==> config.mk <==
export PLATFORM = sky130hd
export DESIGN_NAME = vec_mem_seq
export DESIGN_NICKNAME = d
export VERILOG_FILES = /design/src/rtl/vec_mem_pkg.sv /design/src/rtl/vec_ld_fifo.sv /design/src/rtl/vec_mem_seq.sv
export SDC_FILE = /design/constraint.sdc
export NUM_CORES = 1
export LEC_CHECK = 0
export ABC_CLOCK_PERIOD_IN_PS = 3250
export CORE_ASPECT_RATIO = 1.4
export CORE_MARGIN = 5
export CORE_UTILIZATION = 41
export DETAILED_ROUTE_END_ITERATION = 6
export MAX_ROUTING_LAYER = met4
export PLACE_DENSITY = 0.84
export SYNTH_ARGS = -nofsm -noshare
export SYNTH_HDL_FRONTEND = slang
export SYNTH_SLANG_ARGS = --single-unit
==> constraint.sdc <==
create_clock -name clk0 -period 3.25 [get_ports clk0]
set_input_delay 0.8125 -clock clk0 [delete_from_list [all_inputs] [get_ports clk0]]
set_output_delay 0.8125 -clock clk0 [all_outputs]
set_load 0.02 [all_outputs]
==> src/rtl/vec_mem_pkg.sv <==
// ---------------------------------------------------------------------------
// vec_mem_pkg
// Shared definitions for the vector load/store sequencer:
//   - default parameter values for the sequencer and its load FIFO
//   - the sequencer state encoding
// ---------------------------------------------------------------------------
package vec_mem_pkg;

    localparam int DEF_DATA_WIDTH = 32;
    localparam int DEF_ADDR_WIDTH = 8;
    localparam int DEF_NUM_WMASKS = DEF_DATA_WIDTH / 8;
    localparam int DEF_LEN_WIDTH  = 6;
    localparam int DEF_FIFO_DEPTH = 2;

    typedef enum logic [1:0] {
        IDLE  = 2'd0,
        STORE = 2'd1,
        LOAD  = 2'd2,
        DRAIN = 2'd3
    } state_t;

endpackage

==> src/rtl/vec_ld_fifo.sv <==
// ---------------------------------------------------------------------------
// vec_ld_fifo
// Small synchronous FIFO that holds SRAM read data on its way back to the
// vector unit. DEPTH must be a power of two so the pointers wrap naturally.
// Ports:
//   clk      clock
//   rst_n    asynchronous active-low reset, empties the FIFO
//   i_push   write i_data this cycle
//   i_data   write data
//   i_pop    consumer takes the head entry (ignored while empty)
//   o_valid  FIFO not empty
//   o_data   head entry
//   o_count  number of stored entries
// ---------------------------------------------------------------------------
module vec_ld_fifo #(
    parameter int DATA_WIDTH = 32,
    parameter int DEPTH      = 2,
    parameter int CNT_WIDTH  = $clog2(DEPTH + 1)
) (
    input  logic                  clk,
    input  logic                  rst_n,
    input  logic                  i_push,
    input  logic [DATA_WIDTH-1:0] i_data,
    input  logic                  i_pop,
    output logic                  o_valid,
    output logic [DATA_WIDTH-1:0] o_data,
    output logic [CNT_WIDTH-1:0]  o_count
);

    localparam int PTR_WIDTH = (DEPTH > 1) ? $clog2(DEPTH) : 1;

    logic [DATA_WIDTH-1:0] r_mem [DEPTH];
    logic [PTR_WIDTH-1:0]  r_wr_ptr;
    logic [PTR_WIDTH-1:0]  r_rd_ptr;
    logic [CNT_WIDTH-1:0]  r_count;
    logic                  w_pop;

    assign w_pop   = i_pop && (r_count != '0);
    assign o_valid = (r_count != '0);
    assign o_data  = r_mem[r_rd_ptr];
    assign o_count = r_count;

    // Storage, pointers and occupancy; a simultaneous push and pop leaves
    // the count unchanged.
    always_ff @(posedge clk or negedge rst_n) begin
        if (!rst_n) begin
            r_wr_ptr <= '0;
            r_rd_ptr <= '0;
            r_count  <= '0;
            for (int i = 0; i < DEPTH; i++) begin
                r_mem[i] <= '0;
            end
        end else begin
            if (i_push) begin
                r_mem[r_wr_ptr] <= i_data;
                r_wr_ptr        <= r_wr_ptr + PTR_WIDTH'(1);
            end
            if (w_pop) begin
                r_rd_ptr <= r_rd_ptr + PTR_WIDTH'(1);
            end
            case ({i_push, w_pop})
                2'b10:   r_count <= r_count + CNT_WIDTH'(1);
                2'b01:   r_count <= r_count - CNT_WIDTH'(1);
                default: r_count <= r_count;
            endcase
        end
    end

    // The sequencer's credit scheme must never push into a full FIFO.
    always_ff @(posedge clk) begin
        if (rst_n) begin
            assert (!(i_push && !w_pop && (r_count == CNT_WIDTH'(DEPTH))))
                else $error("vec_ld_fifo overflow");
        end
    end

endmodule

==> src/rtl/vec_mem_seq.sv <==
// ---------------------------------------------------------------------------
// vec_mem_seq
// Vector load/store sequencer in front of a 1RW1R SRAM macro. One strided
// request at a time is expanded into per-element SRAM accesses: stores go
// out on port 0 (RW) as store data arrives, loads are issued on port 1 (R)
// and their data returns through a credit-managed FIFO.
// Ports:
//   clk0, rst_n                      clock, asynchronous active-low reset
//   req_valid/req_ready              request handshake (ready only in IDLE)
//   req_we/base/stride/len/wmask     request fields (len 0 = no-op)
//   st_valid/st_ready/st_data        store element stream
//   ld_valid/ld_ready/ld_data        load element stream (FIFO head)
//   done                             one-cycle completion pulse
//   csb0/web0/wmask0/addr0/din0      SRAM port 0 (active-low select/we)
//   csb1/addr1/dout1                 SRAM port 1, dout1 valid a cycle later
// ---------------------------------------------------------------------------
module vec_mem_seq
    import vec_mem_pkg::*;
#(
    parameter int DATA_WIDTH = DEF_DATA_WIDTH,
    parameter int ADDR_WIDTH = DEF_ADDR_WIDTH,
    parameter int NUM_WMASKS = DEF_NUM_WMASKS,
    parameter int LEN_WIDTH  = DEF_LEN_WIDTH,
    parameter int FIFO_DEPTH = DEF_FIFO_DEPTH
) (
    input  logic                  clk0,
    input  logic                  rst_n,
    input  logic                  req_valid,
    output logic                  req_ready,
    input  logic                  req_we,
    input  logic [ADDR_WIDTH-1:0] req_base,
    input  logic [ADDR_WIDTH-1:0] req_stride,
    input  logic [LEN_WIDTH-1:0]  req_len,
    input  logic [NUM_WMASKS-1:0] req_wmask,
    input  logic                  st_valid,
    output logic                  st_ready,
    input  logic [DATA_WIDTH-1:0] st_data,
    output logic                  ld_valid,
    input  logic                  ld_ready,
    output logic [DATA_WIDTH-1:0] ld_data,
    output logic                  done,
    output logic                  csb0,
    output logic                  web0,
    output logic [NUM_WMASKS-1:0] wmask0,
    output logic [ADDR_WIDTH-1:0] addr0,
    output logic [DATA_WIDTH-1:0] din0,
    output logic                  csb1,
    output logic [ADDR_WIDTH-1:0] addr1,
    input  logic [DATA_WIDTH-1:0] dout1
);

    localparam int CNT_WIDTH = $clog2(FIFO_DEPTH + 1);

    state_t                r_state;
    logic [ADDR_WIDTH-1:0] r_cur_addr;
    logic [ADDR_WIDTH-1:0] r_stride;
    logic [LEN_WIDTH-1:0]  r_remain;
    logic [NUM_WMASKS-1:0] r_wmask;
    logic                  r_inflight;
    logic                  r_done;

    logic                  w_req_fire;
    logic                  w_st_fire;
    logic                  w_pop;
    logic                  w_credit;
    logic                  w_issue;
    logic [CNT_WIDTH-1:0]  w_fifo_count;

    assign req_ready  = (r_state == IDLE);
    assign st_ready   = (r_state == STORE);
    assign done       = r_done;
    assign w_req_fire = req_valid && req_ready;
    assign w_st_fire  = st_valid && st_ready;
    assign w_pop      = ld_valid && ld_ready;

    // Occupancy seen by the next push is fifo + in-flight read minus the pop
    // happening now; counting the pop lets loads stream at one per cycle
    // through a two-entry FIFO without ever overflowing it.
    assign w_credit = (int'(w_fifo_count) + int'(r_inflight) - int'(w_pop)) < FIFO_DEPTH;
    assign w_issue  = (r_state == LOAD) && (r_remain != '0) && w_credit;

    // Port 0 is driven straight from the store handshake so the write lands
    // in the same cycle; idle values are the reset values.
    assign csb0   = !w_st_fire;
    assign web0   = !w_st_fire;
    assign addr0  = w_st_fire ? r_cur_addr : '0;
    assign din0   = w_st_fire ? st_data    : '0;
    assign wmask0 = w_st_fire ? r_wmask    : '0;

    assign csb1   = !w_issue;
    assign addr1  = w_issue ? r_cur_addr : '0;

    // Request sequencing: latch the request, step the address per element,
    // and raise done for one cycle once the last element has been handled.
    always_ff @(posedge clk0 or negedge rst_n) begin
        if (!rst_n) begin
            r_state    <= IDLE;
            r_cur_addr <= '0;
            r_stride   <= '0;
            r_remain   <= '0;
            r_wmask    <= '0;
            r_inflight <= 1'b0;
            r_done     <= 1'b0;
        end else begin
            r_done     <= 1'b0;
            r_inflight <= w_issue;
            case (r_state)
                IDLE: begin
                    if (w_req_fire) begin
                        r_cur_addr <= req_base;
                        r_stride   <= req_stride;
                        r_remain   <= req_len;
                        r_wmask    <= req_wmask;
                        if (req_len == '0) begin
                            r_done <= 1'b1;
                        end else begin
                            r_state <= req_we ? STORE : LOAD;
                        end
                    end
                end
                STORE: begin
                    if (w_st_fire) begin
                        r_cur_addr <= r_cur_addr + r_stride;
                        r_remain   <= r_remain - LEN_WIDTH'(1);
                        if (r_remain == LEN_WIDTH'(1)) begin
                            r_state <= IDLE;
                            r_done  <= 1'b1;
                        end
                    end
                end
                LOAD: begin
                    if (w_issue) begin
                        r_cur_addr <= r_cur_addr + r_stride;
                        r_remain   <= r_remain - LEN_WIDTH'(1);
                        if (r_remain == LEN_WIDTH'(1)) begin
                            r_state <= DRAIN;
                        end
                    end
                end
                DRAIN: begin
                    if (!r_inflight && (w_fifo_count == '0)) begin
                        r_state <= IDLE;
                        r_done  <= 1'b1;
                    end
                end
                default: r_state <= IDLE;
            endcase
        end
    end

    vec_ld_fifo #(
        .DATA_WIDTH (DATA_WIDTH),
        .DEPTH      (FIFO_DEPTH),
        .CNT_WIDTH  (CNT_WIDTH)
    ) u_ld_fifo (
        .clk     (clk0),
        .rst_n   (rst_n),
        .i_push  (r_inflight),
        .i_data  (dout1),
        .i_pop   (ld_ready),
        .o_valid (ld_valid),
        .o_data  (ld_data),
        .o_count (w_fifo_count)
    );

endmodule

# --- Yosys cells after proc, flatten, opt, wreduce, memory -nomap -nowiden ---
# Cells that the tools add are included.
op_classes:
  addsub: 8
  magnitude_cmp: 4
  n_eq_ne: 13
  mux: 34
  n_bitwise: 2
  reduce_logical: 20
op_table:
  columns: ["cell", "n"]
  rows:
  - ["$mux 32", 5]
  - ["$bwmux 64", 1]
  - ["$mux 8", 5]
  - ["$demux 32 s1", 1]
  - ["$pmux 8 s3", 1]
  - ["$mux 6", 3]
  - ["$pmux 6 s3", 1]
  - ["$mux 2", 8]
  - ["$add 8x8->8", 1]
  - ["$ne 2x1->1 const B", 4]
  - ["$pmux 2 s4", 1]
  - ["$logic_and 1x1->1", 7]
  - ["$reduce_and 7->1", 1]
  - ["$eq 2x2->1 const B", 3]
  - ["$eq 6x1->1 const B", 1]
  - ["$logic_not 6->1", 1]
  - ["$ne 2x2->1 const B", 3]
  - ["$reduce_bool 6->1", 1]
  - ["$sub 6x1->6 const B", 1]
  - ["$mux 1", 5]
  - ["$eq 2x1->1 const B", 2]
  - ["$ge 2x2->1 const B", 2]
  - ["$logic_not 2->1", 2]
  - ["$lt 4x3->1 const B", 1]
  - ["15 further kinds", 20]
word_totals:
  reg_bits: 98

# --- Logic depth before layout (Yosys ltp) ---
logic_depth:
  ltp_word: 7
  mapped_depth: 11
  depth_no_buf: 9

# --- Cells and area by module ---
# From an unflattened synthesis, not the netlist that was laid out.
unflattened:
  cells_unflattened: 447
  area_unflattened_um2: 5243.8
by_module_without_submodules:
  columns: ["module", "n_inst", "cells_each", "area_each_um2"]
  rows:
  - ["vec_ld_fifo", 1, 186, 2932.8]
  - ["vec_mem_seq", 1, 261, 2311.0]

# --- Worst setup path after synthesis ---
# OpenSTA, ideal clock, no wires.
synth_timing:
  path_kind: "input port to output port"
  from: "input ld_ready"
  to: "output addr1[1]"
  arrival_ns: 2.917
  required_time_ns: 2.438
  path_slack_ns: -0.480
  cell_stages: 9
  n_path_buf: 0
  cell_sequence: "inv_1 nor3b_1 o21ai_0 fa_1 xnor2_1 o311ai_4 nor2_1 inv_1 nor2_1"
synth_between:
  elab_chain_cells: 5
synth_rtl:
  columns: ["element", "line", "text"]
  rows:
  - ["start, declared", "vec_mem_seq.sv:39", "input logic ld_ready,"]
  - ["$logic_and 1x1->1", "vec_mem_seq.sv:74", "assign w_pop = ld_valid && ld_ready;"]
  - ["$sub 3x1->4", "vec_mem_seq.sv:79", "assign w_credit = (int'(w_fifo_count) + int'(r_inflight) - int'(w_pop)) < FIFO_DEPTH;"]
  - ["$lt 4x3->1", "vec_mem_seq.sv:79", null]
  - ["$logic_and 1x1->1", "vec_mem_seq.sv:80", "assign w_issue = (r_state == LOAD) && (r_remain != '0) && w_credit;"]
  - ["via w_issue", "vec_mem_seq.sv:66", "logic w_issue;"]
  - ["$mux 8", "vec_mem_seq.sv:91", "assign addr1 = w_issue ? r_cur_addr : '0;"]
  - ["end, declared", "vec_mem_seq.sv:48", "output logic [ADDR_WIDTH-1:0] addr1,"]
# The timed path passes the listed nets, and every way through them passes these cells.

# --- Worst setup path in the final report ---
layout_timing:
  from: "input ld_ready"
  to: "output addr1[0]"
# Same word-level chain as after synthesis.

==> impl_metrics.tcl <==
set metrics [dict create \
    rows 49 \
    r2r-start "u_ld_fifo.o_count[0]" \
    worstPathArrival_ns 2.47 \
    n_fill_cell 1005 \
    antenna_found_initial 0 \
    fin_skew_ns 0.01233 \
    failed_checks "setup timing" \
    cts_tree "done" \
    ctsLongestPathBuffers 2 \
    htree_levels 3 \
    root_buffer "clkbuf_16" \
    cts-buffers-inserted 9 \
    num_io_pins 187 \
    avgViaCountPerCell 5.303 \
    hpwlAfterDp_um 10990 \
    io_buffers 186 \
    grt_pass1_vias 4694 \
    power_leakage_nw 3.485 \
    chipHeight_um 144.5 \
    core_area_sq_um 12750 \
    critPathLaunchType "input port" \
    relSlewSlack 0.5283 \
    drt_iter0_drc 115 \
    r2r.worst_path.cells 9 \
    hold_path.class "reg -> reg" \
    start_util 0.4156 \
    post-route-period-util 1.011 \
    irDropWorstVdd_v 0.0006516 \
    drc 0 \
    synthFlopType "dfrtp_1" \
    grt_usage 0.1930 \
    cp-end-kind "output pin" \
    postLayoutSetupSlackWorst_ns -0.03418 \
    grt_overflow 0 \
    synth_cells 452 \
    synth_seq_cells 98 \
    async_flop_share 1.000 \
    clk_pin_slew_worst_paths_ns 0.07 \
    setup_viol 8 \
    seq_area_frac_synth 0.4627 \
    min_from "u_ld_fifo.r_mem[25]" \
    yosys_warnings 0 \
    max_freq_mhz 304.5 \
    hold_viol_final 0 \
    cp_max_fo 4 \
    synth_fp_nets 563 \
    drt-pass1-iter-count 4 \
    r2r_end "r_cur_addr[6]" \
    min_period_ns 3.284 \
    ctsHoldBuffers 0 \
    layout_common_cells "169 x clkdlybuf4s50_1, 110 x mux2_2, 98 x dfrtp_1, 43 x and3_1, 18 x nand2_1" \
    dieArea_sq_um 15330 \
    max_stage_delay_ns 0.56 \
    p_total_mw 8.500 \
    cp_cell_sequence "buf_8 > inv_4 > nor3b_4 > o21ai_2 > fa_2 > o311ai_4 > nor2_4 > buf_6 > and2_4 > buf_6" \
    status "complete, but fails checks" \
    synth-edff-count 0 \
    whs_endpoint "u_ld_fifo.r_mem[25]" \
    postRouteWirelength_um 14370 \
    rsz0062_at_grt "yes" \
    vias 4232 \
    insertion_delay_ns 0.34 \
    cts.sinks 98 \
    final_layout_size_suffix_gt1_frac 0.2992 \
    synth_cell_types 55 \
    final_nets 751 \
    required_ns 2.44 \
    worstMarginPinSlew_ns 0.7076 \
    cpMostUsedCell "buf_6" \
    synth_area_sq_um 5300 \
    grt_max_degree 58 \
    avgSynthCellArea_sq_um 11.73 \
    dp_cells 778 \
    r2r_slack_ns 0.72 \
    area_delta_synth_final_pct 48.16 \
    place_congestion 0.8772 \
    antenna_cells 0 \
    cellPowerDensity_nw_per_um2 1082 \
    slew_viol_final 0 \
    drv_cap 0 \
    fin_cells 798 \
    final_common_cell "clkdlybuf4s50_1" \
    die_w_um 106.1 \
    grt_pass1_wl_um 23120 \
    slowest_stage "fa_2" \
    wl_per_cell_um 18.01 \
    crit_type "in -> out" \
    drtAntennaViolNets 0 \
    whs_ns 0.5033 \
    min_path_cells 1 \
]
cells in the mapped netlist, types with 2 or more instances:
cell	count	area, sq um
o21ai_2	2	17.52
nor2_1	14	52.55
a21oi_1	7	35.03
buf_2	2	10.01
o211ai_1	4	30.03
a21o_1	3	22.52
buf_1	5	18.77
xor2_1	2	17.52
inv_1	15	56.30
or2_2	4	25.02
and2_1	6	37.54
clkbuf_1	19	71.32
fa_1	2	40.04
ha_1	13	162.7
dfrtp_1	98	2452
a2bb2oi_1	2	17.52
nand3b_1	2	15.01
or2b_2	2	17.52
and3_1	43	269.0
xnor2_1	5	43.79
a211oi_2	4	50.05
mux2_2	110	1239
nand2_1	18	67.56
nor2b_1	3	18.77
mux2i_1	6	60.06
o21ai_0	14	70.07
nor3b_1	2	15.01
nor3_1	12	60.06
o21a_1	2	15.01
a211oi_1	5	37.54
a21oi_2	2	17.52
final cells by class:
| class | count | area (sq um) | share of cell area |
|---|---|---|---|
| Timing Repair Buffer | 207 | 2108 | 0.2685 |
| Clock buffer | 9 | 225.2 | 0.02868 |
| Inverter | 15 | 63.81 | 0.008126 |
| Multi-Input combinational cell | 309 | 2719 | 0.3462 |
| Sequential cell | 98 | 2452 | 0.3123 |
| Tap cell | 153 | 191.4 | 0.02438 |
| Clock inverter | 7 | 92.59 | 0.01179 |
per-layer routing:
layer / track usage / up-vias / wire length, um
li1: - / 1999 / -
met1: 0.2105 / 2052 / 5729
met2: 0.3569 / 167 / 7489
met3: 0.04645 / 14 / 948
met4: 0.04229 / 0 / 202
met5: - / - / 0
kinds of logic (layout without fill, tap and decap cells):
logic type | Yosys count | count (layout) | synth area share
adders and majority gates | 15 | 15 | 0.03824
and+or+nand+nor | 114 | 114 | 0.1206
xor gates and xnor gates | 7 | 7 | 0.01157
buffers and inverters | 45 | 238 | 0.03895
muxes | 116 | 116 | 0.2450
AOI/OAI and AO/OA | 57 | 57 | 0.08287
DFF | 98 | 98 | 0.4627
state kept, by name, summed over array words and instances, names as in the netlist, 2 cells and up:
register and count:
r_stride 8, r_cur_addr 8, u_ld_fifo.o_count 2, r_wmask 4
r_state 2, r_remain 6, u_ld_fifo.r_mem 64
repair_timing:
item / CTS / global route
gates resized for setup: 63 / 16
buffers inserted: 4 / 1
pin swaps: 7 / 2
setup endpoints to repair: 32 / 37
worst max-delay path by stage:
stage | startpoint | endpoint | cells after the start
after floorplan | ld_ready | addr1[1] | 9
after global placement | ld_ready | addr1[7] | 11
after detailed placement | ld_ready | addr1[1] | 11
after CTS | ld_ready | addr1[6] | 11
after global routing | ld_ready | addr1[7] | 11
final | ld_ready | addr1[0] | 10
report_power, final:
| group | total, mW | internal, mW | switching [mW] |
|---|---|---|---|
| clock | 1.12 | 0.619 | 0.499 |
| combinational | 5.11 | 2.67 | 2.44 |
| sequential | 2.27 | 1.86 | 0.411 |
| total | 8.50 | 5.15 | 3.35 |
stage by stage:
| step | area (sq um) | setup TNS, ns | util | setup WS, ns |
|---|---|---|---|---|
| 5_1_grt | 7853 | -0.8358 | 0.6158 | -0.1063 |
| 3_5_place_dp | 7418 | -9.796 | 0.5817 | -1.010 |
| 3_3_place_gp | 7418 | -8.899 | 0.5817 | -0.9590 |
| 6_report | 7853 | -0.2282 | 0.6158 | -0.03418 |
| 2_1_floorplan | 5338 | 0 | - | 0.01371 |
| 4_1_cts | 7776 | -0.2337 | 0.6098 | -0.07878 |
worst max-delay path: cells and delay by family:
family	cells	cell delay [ns]
compound gates	2	0.22
fa+ha+maj	1	0.56
buf+inv	4	0.36
simple gates	3	0.53
Note: power is estimated with default switching activity, not from simulation.
